<file path="config.mk">
export PLATFORM = sky130hd
export DESIGN_NAME = dump_window_ctrl_flat
export DESIGN_NICKNAME = d
export VERILOG_FILES = /design/src/rtl/dump_window_ctrl_if.sv /design/src/rtl/dump_window_ctrl.sv /design/src/flat_wrapper.sv
export SDC_FILE = /design/constraint.sdc
export NUM_CORES = 1
export LEC_CHECK = 0
export BUFFER_PORTS_ARGS = -buffer_cell sky130_fd_sc_hd__buf_2
export CORE_UTILIZATION = 30
export CTS_CLUSTER_DIAMETER = 100
export DETAILED_ROUTE_END_ITERATION = 8
export GPL_TIMING_DRIVEN = 0
export MAX_ROUTING_LAYER = met4
export PLACE_DENSITY = 0.58
export SYNTH_ARGS = -nofsm -noshare
export SYNTH_HDL_FRONTEND = slang
export SYNTH_SLANG_ARGS = --single-unit
</file>
<file path="constraint.sdc">
create_clock -name clk -period 2.05 [get_ports clk]
set_clock_uncertainty 0.1 [all_clocks]
set_input_delay 0.1025 -clock clk [delete_from_list [all_inputs] [get_ports clk]]
set_output_delay 0.1025 -clock clk [all_outputs]
set_load 0.05 [all_outputs]
</file>
<file path="src/rtl/dump_window_ctrl_if.sv">
// Purpose: bundles the frame/download inputs and capture-window status outputs of dump_window_ctrl.
// Latency: none, wires only.
// Backpressure: none; the controller observes vs/downloading every cycle and cannot stall them.
// Ports (slave = controller side):
//   vs, downloading                in  : vertical sync and ROM-download flag, synchronous to clk
//   frame_cnt [FW]                 out : frames since arm point
//   dump_en, dump_on, dump_off     out : window level and one-cycle open/close pulses
//   win_idx [8], done              out : current/next window index, all windows completed
interface dump_window_ctrl_if #(
    parameter int unsigned FW = 32
);
    logic          vs;
    logic          downloading;
    logic [FW-1:0] frame_cnt;
    logic          dump_en;
    logic          dump_on;
    logic          dump_off;
    logic [7:0]    win_idx;
    logic          done;

    // Harness / stimulus side.
    modport master (
        output vs,
        output downloading,
        input  frame_cnt,
        input  dump_en,
        input  dump_on,
        input  dump_off,
        input  win_idx,
        input  done
    );

    // Window controller side.
    modport slave (
        input  vs,
        input  downloading,
        output frame_cnt,
        output dump_en,
        output dump_on,
        output dump_off,
        output win_idx,
        output done
    );
endinterface

</file>
<file path="src/rtl/dump_window_ctrl.sv">
// Purpose: counts vsync frames from an arm point and raises dump_en for programmable frame windows.
// Latency: one clock from the cycle a vs falling edge / download end is seen to all outputs.
// Backpressure: none; every vs falling edge and download transition is acted on the cycle it appears.
// Ports: clk, rst_n (async active-low); bus (dump_window_ctrl_if.slave) carries vs/downloading in
//        and frame_cnt, dump_en, dump_on, dump_off, win_idx, done out. All outputs are registered.
module dump_window_ctrl #(
    parameter int unsigned FW      = 32,
    parameter int unsigned START   = 0,
    parameter int unsigned LEN     = 1,
    parameter int unsigned PERIOD  = 0,
    parameter int unsigned WINDOWS = 1,
    parameter int unsigned MODE    = 0,
    parameter int unsigned HOLDOFF = 16
) (
    input  logic                clk,
    input  logic                rst_n,
    dump_window_ctrl_if.slave   bus
);

    if (PERIOD != 0 && PERIOD <= LEN) begin : g_bad_period
        $error("dump_window_ctrl: PERIOD must be 0 or greater than LEN");
    end
    if (WINDOWS < 1 || WINDOWS > 255) begin : g_bad_windows
        $error("dump_window_ctrl: WINDOWS must be in 1..255");
    end
    if (MODE > 1) begin : g_bad_mode
        $error("dump_window_ctrl: MODE must be 0 or 1");
    end

    localparam int unsigned     HW       = (HOLDOFF < 1) ? 1 : $clog2(HOLDOFF + 1);
    localparam logic [HW-1:0]   HOLD_V   = HW'(HOLDOFF);
    localparam logic [FW-1:0]   START_V  = FW'(START);
    localparam logic [FW-1:0]   PERIOD_V = FW'(PERIOD);
    localparam logic [31:0]     LEN_V    = LEN;
    localparam logic [8:0]      WIN_V    = 9'(WINDOWS);
    localparam logic            MODE1    = (MODE == 1);
    localparam logic            SINGLE   = (PERIOD == 0);

    typedef enum logic [2:0] {
        S_IDLE,
        S_ARMED,
        S_DUMP,
        S_GAP,
        S_DONE
    } state_t;

    // MODE 0 is armed straight out of reset; MODE 1 waits for a download to finish.
    localparam state_t RST_STATE = MODE1 ? S_IDLE : S_ARMED;

    state_t        state_q,      state_d;
    logic          vs_l_q,       vs_l_d;
    logic          dl_l_q,       dl_l_d;
    logic [HW-1:0] hold_cnt_q,   hold_cnt_d;
    logic [FW-1:0] frame_cnt_q,  frame_cnt_d;
    logic [FW-1:0] next_start_q, next_start_d;
    logic [31:0]   remain_q,     remain_d;
    logic [7:0]    win_idx_q,    win_idx_d;
    logic          dump_en_q,    dump_en_d;
    logic          dump_on_q,    dump_on_d;
    logic          dump_off_q,   dump_off_d;
    logic          done_q,       done_d;

    logic holdoff_ok;
    logic fe;
    logic de;
    logic dr;
    logic opens;
    logic last_win;

    always_comb begin
        holdoff_ok = (hold_cnt_q == HOLD_V);
        fe         = vs_l_q & ~bus.vs;
        de         = MODE1 & dl_l_q & ~bus.downloading & holdoff_ok;
        dr         = MODE1 & ~dl_l_q & bus.downloading;
        // Compare against the pre-increment count: the fe ending frame N opens window N.
        opens      = fe && (frame_cnt_q == next_start_q);
        last_win   = SINGLE || (({1'b0, win_idx_q} + 9'd1) == WIN_V);

        state_d      = state_q;
        vs_l_d       = bus.vs;
        dl_l_d       = bus.downloading;
        hold_cnt_d   = holdoff_ok ? hold_cnt_q : hold_cnt_q + HW'(1);
        frame_cnt_d  = frame_cnt_q;
        next_start_d = next_start_q;
        remain_d     = remain_q;
        win_idx_d    = win_idx_q;
        dump_en_d    = dump_en_q;
        dump_on_d    = 1'b0;
        dump_off_d   = 1'b0;
        done_d       = done_q;

        // A download end restarts frame numbering; it wins over a coincident frame edge.
        if (de) begin
            frame_cnt_d = '0;
        end else if (fe) begin
            frame_cnt_d = frame_cnt_q + FW'(1);
        end

        if (de) begin
            // Re-arm; a coincident fe is deliberately not used for comparison or remain.
            state_d      = S_ARMED;
            win_idx_d    = 8'd0;
            next_start_d = START_V;
            done_d       = 1'b0;
            if (dump_en_q) begin
                dump_en_d  = 1'b0;
                dump_off_d = 1'b1;
            end
        end else if (dr && (state_q inside {S_ARMED, S_DUMP, S_GAP})) begin
            // A new download aborts any capture in progress.
            state_d   = S_IDLE;
            win_idx_d = 8'd0;
            if (dump_en_q) begin
                dump_en_d  = 1'b0;
                dump_off_d = 1'b1;
            end
        end else begin
            case (state_q)
                S_ARMED, S_GAP: begin
                    if (opens) begin
                        state_d      = S_DUMP;
                        dump_en_d    = 1'b1;
                        dump_on_d    = 1'b1;
                        remain_d     = LEN_V;
                        next_start_d = next_start_q + PERIOD_V;
                    end
                end
                S_DUMP: begin
                    // LEN == 0 leaves the window open indefinitely.
                    if (fe && (LEN_V != 32'd0)) begin
                        if (remain_q == 32'd1) begin
                            dump_en_d  = 1'b0;
                            dump_off_d = 1'b1;
                            win_idx_d  = win_idx_q + 8'd1;
                            if (last_win) begin
                                state_d = S_DONE;
                                done_d  = 1'b1;
                            end else begin
                                state_d = S_GAP;
                            end
                        end else begin
                            remain_d = remain_q - 32'd1;
                        end
                    end
                end
                default: ;
            endcase
        end
    end

    always_ff @(posedge clk or negedge rst_n) begin
        if (!rst_n) begin
            state_q      <= RST_STATE;
            vs_l_q       <= 1'b0;
            dl_l_q       <= 1'b0;
            hold_cnt_q   <= '0;
            frame_cnt_q  <= '0;
            next_start_q <= START_V;
            remain_q     <= '0;
            win_idx_q    <= 8'd0;
            dump_en_q    <= 1'b0;
            dump_on_q    <= 1'b0;
            dump_off_q   <= 1'b0;
            done_q       <= 1'b0;
        end else begin
            state_q      <= state_d;
            vs_l_q       <= vs_l_d;
            dl_l_q       <= dl_l_d;
            hold_cnt_q   <= hold_cnt_d;
            frame_cnt_q  <= frame_cnt_d;
            next_start_q <= next_start_d;
            remain_q     <= remain_d;
            win_idx_q    <= win_idx_d;
            dump_en_q    <= dump_en_d;
            dump_on_q    <= dump_on_d;
            dump_off_q   <= dump_off_d;
            done_q       <= done_d;
        end
    end

    assign bus.frame_cnt = frame_cnt_q;
    assign bus.dump_en   = dump_en_q;
    assign bus.dump_on   = dump_on_q;
    assign bus.dump_off  = dump_off_q;
    assign bus.win_idx   = win_idx_q;
    assign bus.done      = done_q;

endmodule

</file>
<file path="src/flat_wrapper.sv">
// flat-port wrapper written by rule: the top's interface ports become plain ports
module dump_window_ctrl_flat 
#(
    parameter int unsigned FW      = 32,
    parameter int unsigned START   = 0,
    parameter int unsigned LEN     = 1,
    parameter int unsigned PERIOD  = 0,
    parameter int unsigned WINDOWS = 1,
    parameter int unsigned MODE    = 0,
    parameter int unsigned HOLDOFF = 16
)
  (clk, rst_n, bus_vs, bus_downloading, bus_frame_cnt, bus_dump_en, bus_dump_on, bus_dump_off, bus_win_idx, bus_done);
  dump_window_ctrl_if #(.FW(FW)) bus_i ();
  input  logic clk;
  input  logic rst_n;
  input wire logic [$bits(bus_i.vs)-1:0] bus_vs;
  input wire logic [$bits(bus_i.downloading)-1:0] bus_downloading;
  output wire logic [$bits(bus_i.frame_cnt)-1:0] bus_frame_cnt;
  output wire logic [$bits(bus_i.dump_en)-1:0] bus_dump_en;
  output wire logic [$bits(bus_i.dump_on)-1:0] bus_dump_on;
  output wire logic [$bits(bus_i.dump_off)-1:0] bus_dump_off;
  output wire logic [$bits(bus_i.win_idx)-1:0] bus_win_idx;
  output wire logic [$bits(bus_i.done)-1:0] bus_done;
  assign bus_i.vs = bus_vs;
  assign bus_i.downloading = bus_downloading;
  assign bus_frame_cnt = bus_i.frame_cnt;
  assign bus_dump_en = bus_i.dump_en;
  assign bus_dump_on = bus_i.dump_on;
  assign bus_dump_off = bus_i.dump_off;
  assign bus_win_idx = bus_i.win_idx;
  assign bus_done = bus_i.done;
  dump_window_ctrl #(.FW(FW), .START(START), .LEN(LEN), .PERIOD(PERIOD), .WINDOWS(WINDOWS), .MODE(MODE), .HOLDOFF(HOLDOFF)) u_core (.clk(clk), .rst_n(rst_n), .bus(bus_i));
endmodule
</file>
==> results.txt, run 1 <==
- For this block, the initial DRC count from the detailed router was 136.
* Sequential standard cell area: 2010 sq um
* Most area-consuming cells after synthesis: sky130_fd_sc_hd__dfrtp_1 49%, sky130_fd_sc_hd__xnor2_1 7.5%, sky130_fd_sc_hd__mux2i_1 3.5%
* Port-buffer cells: 46
* Global-route total usage across every layer: 15.9%
- Normalized max-slew margin: 71.0%
- The analysis attributes to net switching a power of 0.00233 W.
* Run status: finished with violations
- Via count of the first global-routing pass: 3,194
- Total clock buffers created by CTS: 9
- The smallest clock period supported by the final layout is computed as 2160 ps.
- The H-tree generated during clock tree synthesis spans 3 levels.
* Fraction of synthesized cell area taken by the top area cell type: 49.4%
- Wire length after detailed routing: 10.5 mm
- When the netlist entered floorplanning its net count stood at 376.
* Average wire length per cell after detail routing: 16.1 microns
* Final weighted congestion of routability-driven global placement: 0.771
* Core outline area: 12,700 sq um
* Total of fill cells in the finished design: 1,196
- The initial antenna violation count is 0.
- Total via count in the routed design: 3,340
- Number of synthesized flops with an enable pin: 0
- Final setup violation count: 29
- After technology mapping, the gate count stands at 367.
* First-pass GRT wire length: 16.1 mm
* Switch share: 38.5%
- Final ANT Viol Nets: 0
* Pre-Repair DR Iteration Count: 4
- The clock net in this run drives a total of 79 sinks.
- The number of hold violations in the final report is 0.
- TritonCTS built the clock tree.
- Combinational cells account for 37.1% of the total power.
- The number of antenna diodes in the final layout is 0.
* Post-synthesis area per instance: 10.8 sq um
* Layout overhead on the synthesized area: 42.6%
- Clock latency on the worst-skew pair, taken at its later pin, is 340 ps.
- Based on the critical path, the design can be clocked at up to 463 MHz.
- Setup repair after global routing could not meet its margin everywhere.
* Share of the clock period used by the worst path after layout: 105%
- The clock passes through at most 2 buffers.
* Distinct cell type count of the synthesized netlist: 42
- IR analysis of the VDD net gives a maximum drop of 0.446 mV.
- The biggest area contributor in the post-synthesis netlist is sky130_fd_sc_hd__dfrtp_1.
* Violated checks: negative setup slack
- Overall power: 0.00605 W
- Once the floorplan was initialized, standard cells occupied 31.0% of the core.
- CP Data Arrival Time: 2260 ps
- Across the run, the number of max-cap violations was 0.
- In this run the power density over the cells is 1070 nW/um^2.
* Width of the chip: 117 microns
* Synth Warn #: 0
- The multi-input combinational cells in the finished layout cover a total of 2310 sq um.
- Global routing finished with a remaining overflow of 0.
- For the worst setup path, the data required time is 2150 ps.
- The number of pins exceeding their max-slew limit in the final report came to 0.
* Type of the setup path with the least slack: register to register
* Maximum number of pins on one net before global-route repair: 57
- Total Neg Setup Slack: -1410 ps
- For this run, design rule violations remaining after detail routing come to 0.
* Fraction of registers with async set or reset after synthesis: 100%
- The HPWL after detailed placement is 6.46 mm.
* Final Worst Setup Slack: -108 ps
- Die area: 13,600 sq um
* Fraction of the yosys area taken by sequential cells: 50.1%
- Placed cells: 586
* Static leakage: 2.41 nW
* Type of origin of the critical path: register
- Along the worst path, the maximum fanout reaches 6.
- In this run, flip-flops and latches consume 38.4% of the power.
- Hold WC Path Type: input pin to register
- Fin cells: 651
- After floorplanning, the core was divided into 41 placement rows.
- Root Buffer Master: sky130_fd_sc_hd__clkbuf_16
- STA classifies the critical path endpoint as a register.
- Total of flip-flops plus latches after synthesis: 79
- In the final layout, the share of cells above drive strength 1 is 44.1%.
- Cell internal power was estimated by the tool at 0.00372 W.
- Primary flip-flop cell chosen by synthesis mapping: sky130_fd_sc_hd__dfrtp_1
- Mapped Area: 3950 sq um
- In this run the count of I/O pins placed on the die edge is 48.
- Clock-pin slew was measured on the worst setup and hold paths at 60 ps.
- Part of the power in the clock network: 24.5%
- DIE HEIGHT: 117 microns
- Slew @ Worst Pin: 434 ps
- Via-per-instance ratio: 5.13
- For this run, the post-layout net count is 483.
[cell usage after synthesis (5+ instances only)]
cell type / number
sky130_fd_sc_hd__dfrtp_1: 78
sky130_fd_sc_hd__nand2_1: 34
sky130_fd_sc_hd__xnor2_1: 34
sky130_fd_sc_hd__nand3_1: 25
sky130_fd_sc_hd__nor2_1: 20
sky130_fd_sc_hd__nand4_1: 16
sky130_fd_sc_hd__mux2i_1: 14
sky130_fd_sc_hd__nor4_1: 14
sky130_fd_sc_hd__nor3_1: 11
sky130_fd_sc_hd__inv_1: 10
sky130_fd_sc_hd__and3_1: 8
sky130_fd_sc_hd__or3_1: 8
sky130_fd_sc_hd__xor2_1: 7
sky130_fd_sc_hd__a21oi_1: 6
sky130_fd_sc_hd__and4_1: 6
sky130_fd_sc_hd__clkbuf_1: 6
sky130_fd_sc_hd__or4_1: 6
sky130_fd_sc_hd__ha_1: 5
sky130_fd_sc_hd__nor4_2: 5
sky130_fd_sc_hd__o21ai_0: 5
sky130_fd_sc_hd__o311ai_0: 5
sky130_fd_sc_hd__o41ai_1: 5
[layout by cell type (no fill, tap or decap), types with 6 or more instances in the layout]
cell type                    n
sky130_fd_sc_hd__clkbuf_1    6
sky130_fd_sc_hd__mux2i_1    14
sky130_fd_sc_hd__buf_4      34
sky130_fd_sc_hd__inv_1       7
sky130_fd_sc_hd__or3_1       7
sky130_fd_sc_hd__buf_2      46
sky130_fd_sc_hd__xor2_1      6
sky130_fd_sc_hd__nand4_1    16
sky130_fd_sc_hd__buf_6      17
sky130_fd_sc_hd__nor3_2      6
sky130_fd_sc_hd__dfrtp_1    52
sky130_fd_sc_hd__dfrtp_2    26
sky130_fd_sc_hd__and3_1      8
sky130_fd_sc_hd__nor2_1     15
sky130_fd_sc_hd__nand3_1    22
sky130_fd_sc_hd__nor4_4     16
sky130_fd_sc_hd__clkbuf_16   9
sky130_fd_sc_hd__xnor2_1    34
sky130_fd_sc_hd__nand2_1    31
[cells by family (layout without fill, tap and decap cells)]
kind of cell | Yosys count | in the layout | share of synthesized area [%]
compound gates | 31 | 31 | 6.08
xor+xnor | 41 | 41 | 9.09
fa+ha+maj | 5 | 5 | 1.58
buf+inv | 19 | 131 | 1.96
flops | 79 | 79 | 50.1
mux | 15 | 15 | 3.83
simple gates | 177 | 177 | 27.4
[metrics by stage]
stage	setup slack (ps)	util [%]	hold WS, ps	instance area (sq um)
2_1_floorplan	-127	-	-293	4010
3_3_place_gp	-540	35.1	166	4460
3_5_place_dp	-573	35.3	-59.2	4490
4_1_cts	-121	40.8	101	5180
5_1_grt	-170	44.3	140	5630
6_report	-108	44.3	113	5630
[registers in the layout (all words and copies together) (netlist names)]
| name | count |
|---|---|
| u_core.bus.dump_on | 1 |
| u_core.bus.dump_off | 1 |
| u_core.state_q | 3 |
| u_core.vs_l_q | 1 |
| u_core.bus.win_idx | 8 |
| u_core.bus.done | 1 |
| u_core.bus.frame_cnt | 32 |
| u_core.remain_q | 32 |
[layout make-up]
cell class / instances / share of cell area (%)
plain buffers: 7 / 1.22
clock inverters: 1 / 0.0889
flip-flops and latches: 79 / 35.7
multi-input cells: 269 / 41.1
clock buffers: 15 / 4.75
inverters: 10 / 0.733
repair buffers: 98 / 12.6
well taps: 172 / 3.82
[routing by layer]
layer | wire (microns) | track usage (%) | vias to the layer above
li1 | - | - | 1575
met1 | 4690 | 19.2 | 1692
met2 | 5340 | 25.8 | 65
met3 | 334 | 4.26 | 8
met4 | 128 | 4.98 | 0
met5 | 0 | - | -
[power by group through the flow]
stage / registers, W / logic, W / clock network (W)
final: 0.00232 / 0.00224 / 0.00148
after global routing: 0.00237 / 0.00239 / 0.00158
after CTS: 0.00227 / 0.00169 / 0.00152
after detailed placement: 0.00225 / 0.00137 / 0
after global placement: 0.00223 / 0.00133 / 0
after floorplan: 0.00236 / 0.000895 / 0
[worst paths after layout]
kind	from	endpoint	slack, ps	depth (start not counted)
min	bus_vs	u_core.bus.frame_cnt[1]	110	4
max	u_core.remain_q[6]	u_core.remain_q[14]	-110	7
min reg2reg	u_core.bus.win_idx[7]	u_core.bus.win_idx[7]	370	1
max reg2reg	u_core.remain_q[6]	u_core.remain_q[14]	-110	7
min in group asynchronous	rst_n	u_core.bus.dump_on	120	2
max in group asynchronous	rst_n	u_core.bus.frame_cnt[9]	1110	3
[worst max-delay path: stages, from the launching register on]
cell	delay (ps)
sky130_fd_sc_hd__dfrtp_2	470
sky130_fd_sc_hd__nor4_4	260
sky130_fd_sc_hd__buf_4	180
sky130_fd_sc_hd__nand2_2	90
sky130_fd_sc_hd__or3_1	350
sky130_fd_sc_hd__buf_6	160
sky130_fd_sc_hd__o311ai_2	280
sky130_fd_sc_hd__o41ai_1	140
[timing repair]
| item | CTS | global route |
|---|---|---|
| setup endpoints to repair | 54 | 54 |
| gates resized for setup | 42 | 72 |
| pin swaps | 23 | 34 |
| setup buffers | 28 | 19 |
| endpoints found under the hold margin | 79 | 0 |
| cloned | 2 | 0 |
| hold buffers | 2 | 0 |
Note: power is estimated with default switching activity, not from simulation.
==> run 2: changes to the inputs <==
--- a/config.mk
+++ b/config.mk
@@ -7,9 +7,10 @@
 export LEC_CHECK = 0
 export BUFFER_PORTS_ARGS = -buffer_cell sky130_fd_sc_hd__buf_2
 export CORE_UTILIZATION = 30
-export CTS_CLUSTER_DIAMETER = 100
+export CTS_CLUSTER_DIAMETER = 120
 export DETAILED_ROUTE_END_ITERATION = 8
 export GPL_TIMING_DRIVEN = 0
+export HOLD_SLACK_MARGIN = 0.15
 export MAX_ROUTING_LAYER = met4
 export PLACE_DENSITY = 0.58
 export SYNTH_ARGS = -nofsm -noshare
==> constraint.sdc (replaced) <==
create_clock -name clk -period 2.05 [get_ports clk]
set_clock_uncertainty 0.1 [all_clocks]
set_input_delay 0.1025 -clock clk [delete_from_list [all_inputs] [get_ports clk]]
set_output_delay 0.1025 -clock clk [all_outputs]
set_load 0.02 [all_outputs]
==> results.txt, run 2 (synthesis gave the netlist of run 1 again) <==
* Number of maximum-capacitance violations: 0
- Via-per-instance ratio: 5.14
- The initial antenna violation count is 0.
- Clock transition at the registers of the reported paths: 60 ps
* Wire length after detailed routing: 10.3 mm
- In this run the worst setup path begins at u_core.remain_q[22].
- Cell Pwr Density: 1080 nW/um^2
- RSZ-0062 raised after global routing: yes
- The repair_antennas step left the layout with diodes totalling 0.
* Final period demand of the worst path: 2180 ps
- Hold WC Path Type: input pin to async pin
* Fin cells: 642
* Type of origin of the critical path: register
* Area after DPL: 4460 sq um
* Slew @ Worst Pin: 514 ps
* Sink Count: 79
* Run status: finished with violations
- Clock latency on the worst-skew pair: 340 ps
* Overflow left after global routing: 0
- The count of nets left with antenna violations once routing finished came out at 0.
* Peak VDD IR: 0.424 mV
- Final setup violation count: 32
- In this run the number of H-tree levels came out at 3.
- Setup slack of the worst register-to-register path: -130 ps
- Final Worst Setup Slack: -131 ps
* Count of cells along the worst register-to-register path: 6
- Type of the setup path with the least slack: register to register
* Die area: 13,600 sq um
* Share of cells above drive strength 1: 38.1%
- Leaving out fill and tap cells, the most frequent cell in the layout is sky130_fd_sc_hd__dfrtp_1.
- The detailed router finished its first iteration with 155 violations.
* Number of endpoints with negative hold slack in the final report: 0
* Total via count in the routed design: 3,299
- Total Neg Setup Slack: -1820 ps
- After detailed routing, the number of remaining DRC violations is 0.
- Number of placement rows: 41
- First-pass GRT wire length: 16.1 mm
- Crit path max fanout: 7
- Highest-count cells in the layout ignoring fill and taps: 72 x sky130_fd_sc_hd__dfrtp_1, 45 x sky130_fd_sc_hd__buf_2, 34 x sky130_fd_sc_hd__xnor2_1, 32 x sky130_fd_sc_hd__nand2_1, 25 x sky130_fd_sc_hd__buf_4
- STA classifies the critical path endpoint as a register.
- In this run the vertical extent of the chip is 117 microns.
- In this run the count of I/O pins placed on the die edge is 48.
* Final design instance area without fill: 5560 sq um
- After the last flow step, the layout net total stands at 474.
* Violated checks: negative setup slack
* Clock tree from TritonCTS: yes
- Highest clock frequency the design can meet: 459 MHz
- DP HPWL: 6.30 mm
- Data on the critical path arrives at its endpoint at 2310 ps.
- The die is 117 microns wide.
- During placement, the flow inserted port buffers numbering 46.
- Root Buffer Master: sky130_fd_sc_hd__clkbuf_16
* Worst reg2reg endpoint: u_core.bus.win_idx[1]
* Static leakage: 2.44 nW
- In this run, placement finished with an instance count of 586.
- Via count of the first global-routing pass: 3,114
* Launching point of the worst reg2reg path: u_core.remain_q[22]
- Global-route total usage across every layer: 15.9%
* CP Capture Point: u_core.bus.win_idx[1]
- Final weighted congestion of routability-driven global placement: 0.837
- The area growth from synthesis to layout is 40.8%.
- Maximum number of pins on one net before global-route repair: 45
* Buffer depth of the longest clock path: 2
* Share of the clock period used by the worst path after layout: 106%
* Core outline area: 12,700 sq um
* Pre-Repair DR Iteration Count: 4
* Average wire length per cell after detail routing: 16.1 microns
- The initial utilization of the core area, before any placement, comes to 31.0%.
- Measured against its own limit, the worst slew margin works out to 65.5%.
* WP data required: 2170 ps
- In this run, CTS created clock tree buffers numbering 9.
- Max-slew violation count: 0
-- run 2: report_power, final --
group | internal [W] | leakage (nW) | switching [W]
registers | 0.00185 | 1.03 | 0.000455
clock network | 0.00110 | 0.156 | 0.000641
logic | 0.000891 | 1.25 | 0.00110
-- run 2: routing by layer --
| layer | GRT usage [%] | part of all wire (%) |
|---|---|---|
| met5 | - | 0 |
| met4 | 5.57 | 1.7 |
| met3 | 4.20 | 4.5 |
| met2 | 24.9 | 49 |
| met1 | 19.9 | 44 |
-- run 2: layout make-up --
class                      count  area (sq um)
sequential                    79          1990
buffer                         6          57.6
inverter                      10          37.5
multi-input combinational    269          2280
clock buffer                  11           243
clock inverter                 5          81.3
tap                          172           215
timing repair buffer          90           659
fill                        1208          7160
-- run 2: how the worst min path moves through the flow --
stage / startpoint / end / depth (start not counted)
floorplan: rst_n / u_core.bus.done / 0
global placement: bus_vs / u_core.vs_l_q / 1
detailed placement: rst_n / u_core.bus.win_idx[7] / 1
CTS: bus_vs / u_core.vs_l_q / 1
global route: rst_n / u_core.bus.win_idx[4] / 2
finish: rst_n / u_core.bus.win_idx[4] / 2
-- run 2: critical path: stages (launching register included) --
cell and delay, ps:
sky130_fd_sc_hd__dfrtp_2 420, sky130_fd_sc_hd__nor4_4 390, sky130_fd_sc_hd__nand4_4 280, sky130_fd_sc_hd__buf_6 200
sky130_fd_sc_hd__nor4_4 180, sky130_fd_sc_hd__buf_4 190, sky130_fd_sc_hd__mux2_4 300
-- run 2: repair_timing --
item / CTS / global route
cloned: 0 / 1
endpoints found under the hold margin: 84 / 1
endpoints found under the setup margin: 61 / 53
pin swaps: 17 / 29
setup buffers: 24 / 15
hold buffers: 2 / 1
gates resized for setup: 41 / 60
-- run 2: stage by stage --
step | hold slack, ps | worst slack (ps) | utilization [%] | power [W]
final | 184 | -131 | 43.7 | 0.00603
after global placement | 167 | -544 | 34.8 | 0.00344
after global routing | 224 | -200 | 43.7 | 0.00634
after detailed placement | 16.0 | -577 | 35.0 | 0.00349
after floorplan | -293 | -112 | - | 0.00314
after CTS | -158 | -22.1 | 40.5 | 0.00562
==> run 3: changes to the inputs <==
--- a/config.mk
+++ b/config.mk
@@ -6,13 +6,15 @@
 export NUM_CORES = 1
 export LEC_CHECK = 0
 export BUFFER_PORTS_ARGS = -buffer_cell sky130_fd_sc_hd__buf_2
+export CELL_PAD_IN_SITES_DETAIL_PLACEMENT = 0
+export CELL_PAD_IN_SITES_GLOBAL_PLACEMENT = 1
 export CORE_UTILIZATION = 30
 export CTS_CLUSTER_DIAMETER = 120
 export DETAILED_ROUTE_END_ITERATION = 8
+export GPL_ROUTABILITY_DRIVEN = 0
 export GPL_TIMING_DRIVEN = 0
 export HOLD_SLACK_MARGIN = 0.15
-export MAX_ROUTING_LAYER = met4
-export PLACE_DENSITY = 0.58
+export PLACE_DENSITY = 0.68
 export SYNTH_ARGS = -nofsm -noshare
 export SYNTH_HDL_FRONTEND = slang
 export SYNTH_SLANG_ARGS = --single-unit
==> results.txt, run 3 (synthesis gave the netlist of run 1 again) <==
- Via count of the first global-routing pass: 3,206
- Worst setup timing slack at the placement stage: -574 ps
* RSZ-0062 raised after global routing: yes
* Placed cells: 586
- Traced cell by cell, the critical path runs through nor4_4 -> buf_4 -> buf_6 -> nand4_1 -> or4_4 -> xor2_1 -> nor2_1.
- Wire length after detailed routing: 10.2 mm
- Summed over all nets, the switching power comes to 0.00219 W.
- Final ANT Viol Nets: 0
* Share of power burned in registers: 37.2%
- Entering global routing, the biggest net connects 60 pins.
* Cell Int Power: 0.00401 W
- Data on the critical path arrives at its endpoint at 2270 ps.
* Pre-Repair DR Iteration Count: 4
- Root Buffer Master: sky130_fd_sc_hd__clkbuf_16
- Number of endpoints with negative hold slack in the final report: 0
* Max-slew violation count: 0
* Global-route total usage across every layer: 15.2%
* Port-buffer cells: 46
- The critical path contains buffers and inverters numbering 2 combined.
- The library cell used most frequently in the layout, excluding fill and tap cells, is sky130_fd_sc_hd__dfrtp_1.
- The net count of the finished layout is 480.
* Starting DRC count in detailed routing: 90
- In this run the worst setup path begins at u_core.remain_q[5].
* GRT Max-Usage Layer: met2
- The worst setup path is launched from a register.
* Highest clock frequency the design can meet: 461 MHz
- The tool flagged a number of max-cap violations equal to 0.
- The post-route netlist has 39.6% of its cells at a drive strength greater than 1.
- For met3 alone, demand over resource in global routing was 2.85%.
- Fin cells: 647
- For this run, the slowest stage of the critical path takes 540 ps.
- Cell Pwr Density: 1120 nW/um^2
* Initial antenna violation count: 0
* Number of placement rows: 41
- CP endpoint kind: register
- The first global-routing pass estimated 16.1 mm of wire.
- After layout, the worst setup slack is -119 ps.
- For the pin with the worst max-slew slack, the measured transition is 930 ps.
- After layout, the worst path uses 106% of the clock period.
- In the global route stage, met2 resource usage came out at 25.8%.
- Total clock buffers created by CTS: 9
- Switch share: 35.3%
- Detailed placement finished with a half-perimeter wire length of 6.42 mm.
- Violated checks: negative setup slack
- WP data required: 2160 ps
* Util after Layout: 43.7%
- For this design the static power due to leakage is 2.44 nW.
- Number of H-tree branching levels: 3
- Hold WC Path Type: input pin to async pin
- Clock transition at the registers of the reported paths: 60 ps
- Met1 track demand over resource: 19.5%
- Count of antenna diodes in the layout: 0
* Launching point of the worst reg2reg path: u_core.remain_q[5]
* Number of ports placed on the die boundary: 48
* Normalized max-slew margin: 37.8%
- VDD sags by at most 0.475 mV.
- The clock passes through at most 2 buffers.
* Layout overhead on the synthesized area: 40.7%
* Starting density of the core: 31.0%
* Run status: finished with violations
* Core outline area: 12,700 sq um
* Overall power: 0.00620 W
* Width of the chip: 117 microns
* Total via count in the routed design: 3,361
- Die area: 13,600 sq um
- The top cell types in the final layout, fill and taps aside, are 68 x sky130_fd_sc_hd__dfrtp_1, 46 x sky130_fd_sc_hd__buf_2, 42 x sky130_fd_sc_hd__buf_4, 34 x sky130_fd_sc_hd__xnor2_1, 32 x sky130_fd_sc_hd__nand2_1.
- Detailed-route DRC error count: 0
- Sink Count: 79
- Slowest-stage cell, CP: sky130_fd_sc_hd__or4_4
- The kind of cell with the highest combined delay along the critical path is simple AND/OR/NAND/NOR gates.
- Setup slack of the worst register-to-register path: -120 ps
- Final period demand of the worst path: 2170 ps
* Clock tree from TritonCTS: yes
- Measured along the y axis, the die boundary spans 117 microns.
- Via-per-instance ratio: 5.19
- Final setup violation count: 26
- The critical path is of the register to register type.
- Clock latency on the worst-skew pair: 330 ps
- Average wire length per cell after detail routing: 15.8 microns
- Logic pwr share: 33.2%
- Overflow left after global routing: 0
- Part of the power in the clock network: 29.6%
* Crit path max fanout: 4
## run 3: routing by layer
layer | part of all wire (%) | routed length (microns)
met3 | 3.7 | 381
met4 | 1.8 | 189
met5 | 0 | 0
met2 | 51 | 5240
met1 | 43 | 4410
## run 3: through the flow
step	hold WS (ps)	cell area, sq um	TNS, ps
2_1_floorplan	-293	3980	-387
3_3_place_gp	168	4430	-19000
3_5_place_dp	-80.0	4460	-21370
4_1_cts	229	5130	-759
5_1_grt	258	5560	-4040
6_report	218	5560	-1300
## run 3: worst paths after layout
| kind | to | cells past startpoint |
|---|---|---|
| worst max-delay path | u_core.remain_q[22] | 7 |
| worst min-delay path | u_core.remain_q[18] | 3 |
| worst max register to register | u_core.remain_q[22] | 7 |
| worst min register to register | u_core.bus.done | 1 |
| max in group asynchronous | u_core.remain_q[22] | 3 |
| min in group clk | u_core.bus.done | 1 |
## run 3: power groups by stage
stage                     clock network [W]  registers [W]  logic (W)
after floorplan                           0        0.00224   0.000892
after global placement                    0        0.00224    0.00121
after detailed placement                  0        0.00226    0.00125
after CTS                           0.00188        0.00225    0.00154
after global routing                0.00192        0.00236    0.00222
final                               0.00184        0.00231    0.00206
## run 3: area by class of cell
cell class                      instances  area, sq um
Fill cell                            1218         7160
Multi-Input combinational cell        269         2260
Sequential cell                        79         1990
Timing Repair Buffer                   97          659
Clock buffer                            9          225
Tap cell                              172          215
Clock inverter                          6          116
Buffer                                  5         53.8
Inverter                               10         37.5
## run 3: repair_timing
item / in CTS / in global routing
setup buffers: 22 / 23
endpoints found under the setup margin: 66 / 52
pin swaps: 20 / 27
hold endpoints to repair: 83 / 0
gates cloned: 0 / 2
hold buffers: 3 / 0
gates resized for setup: 34 / 60
## run 3: tightest hold or removal path, delay by kind of cell
family / cells / cell delay [ps]
buffers and inverters: 3 / 930
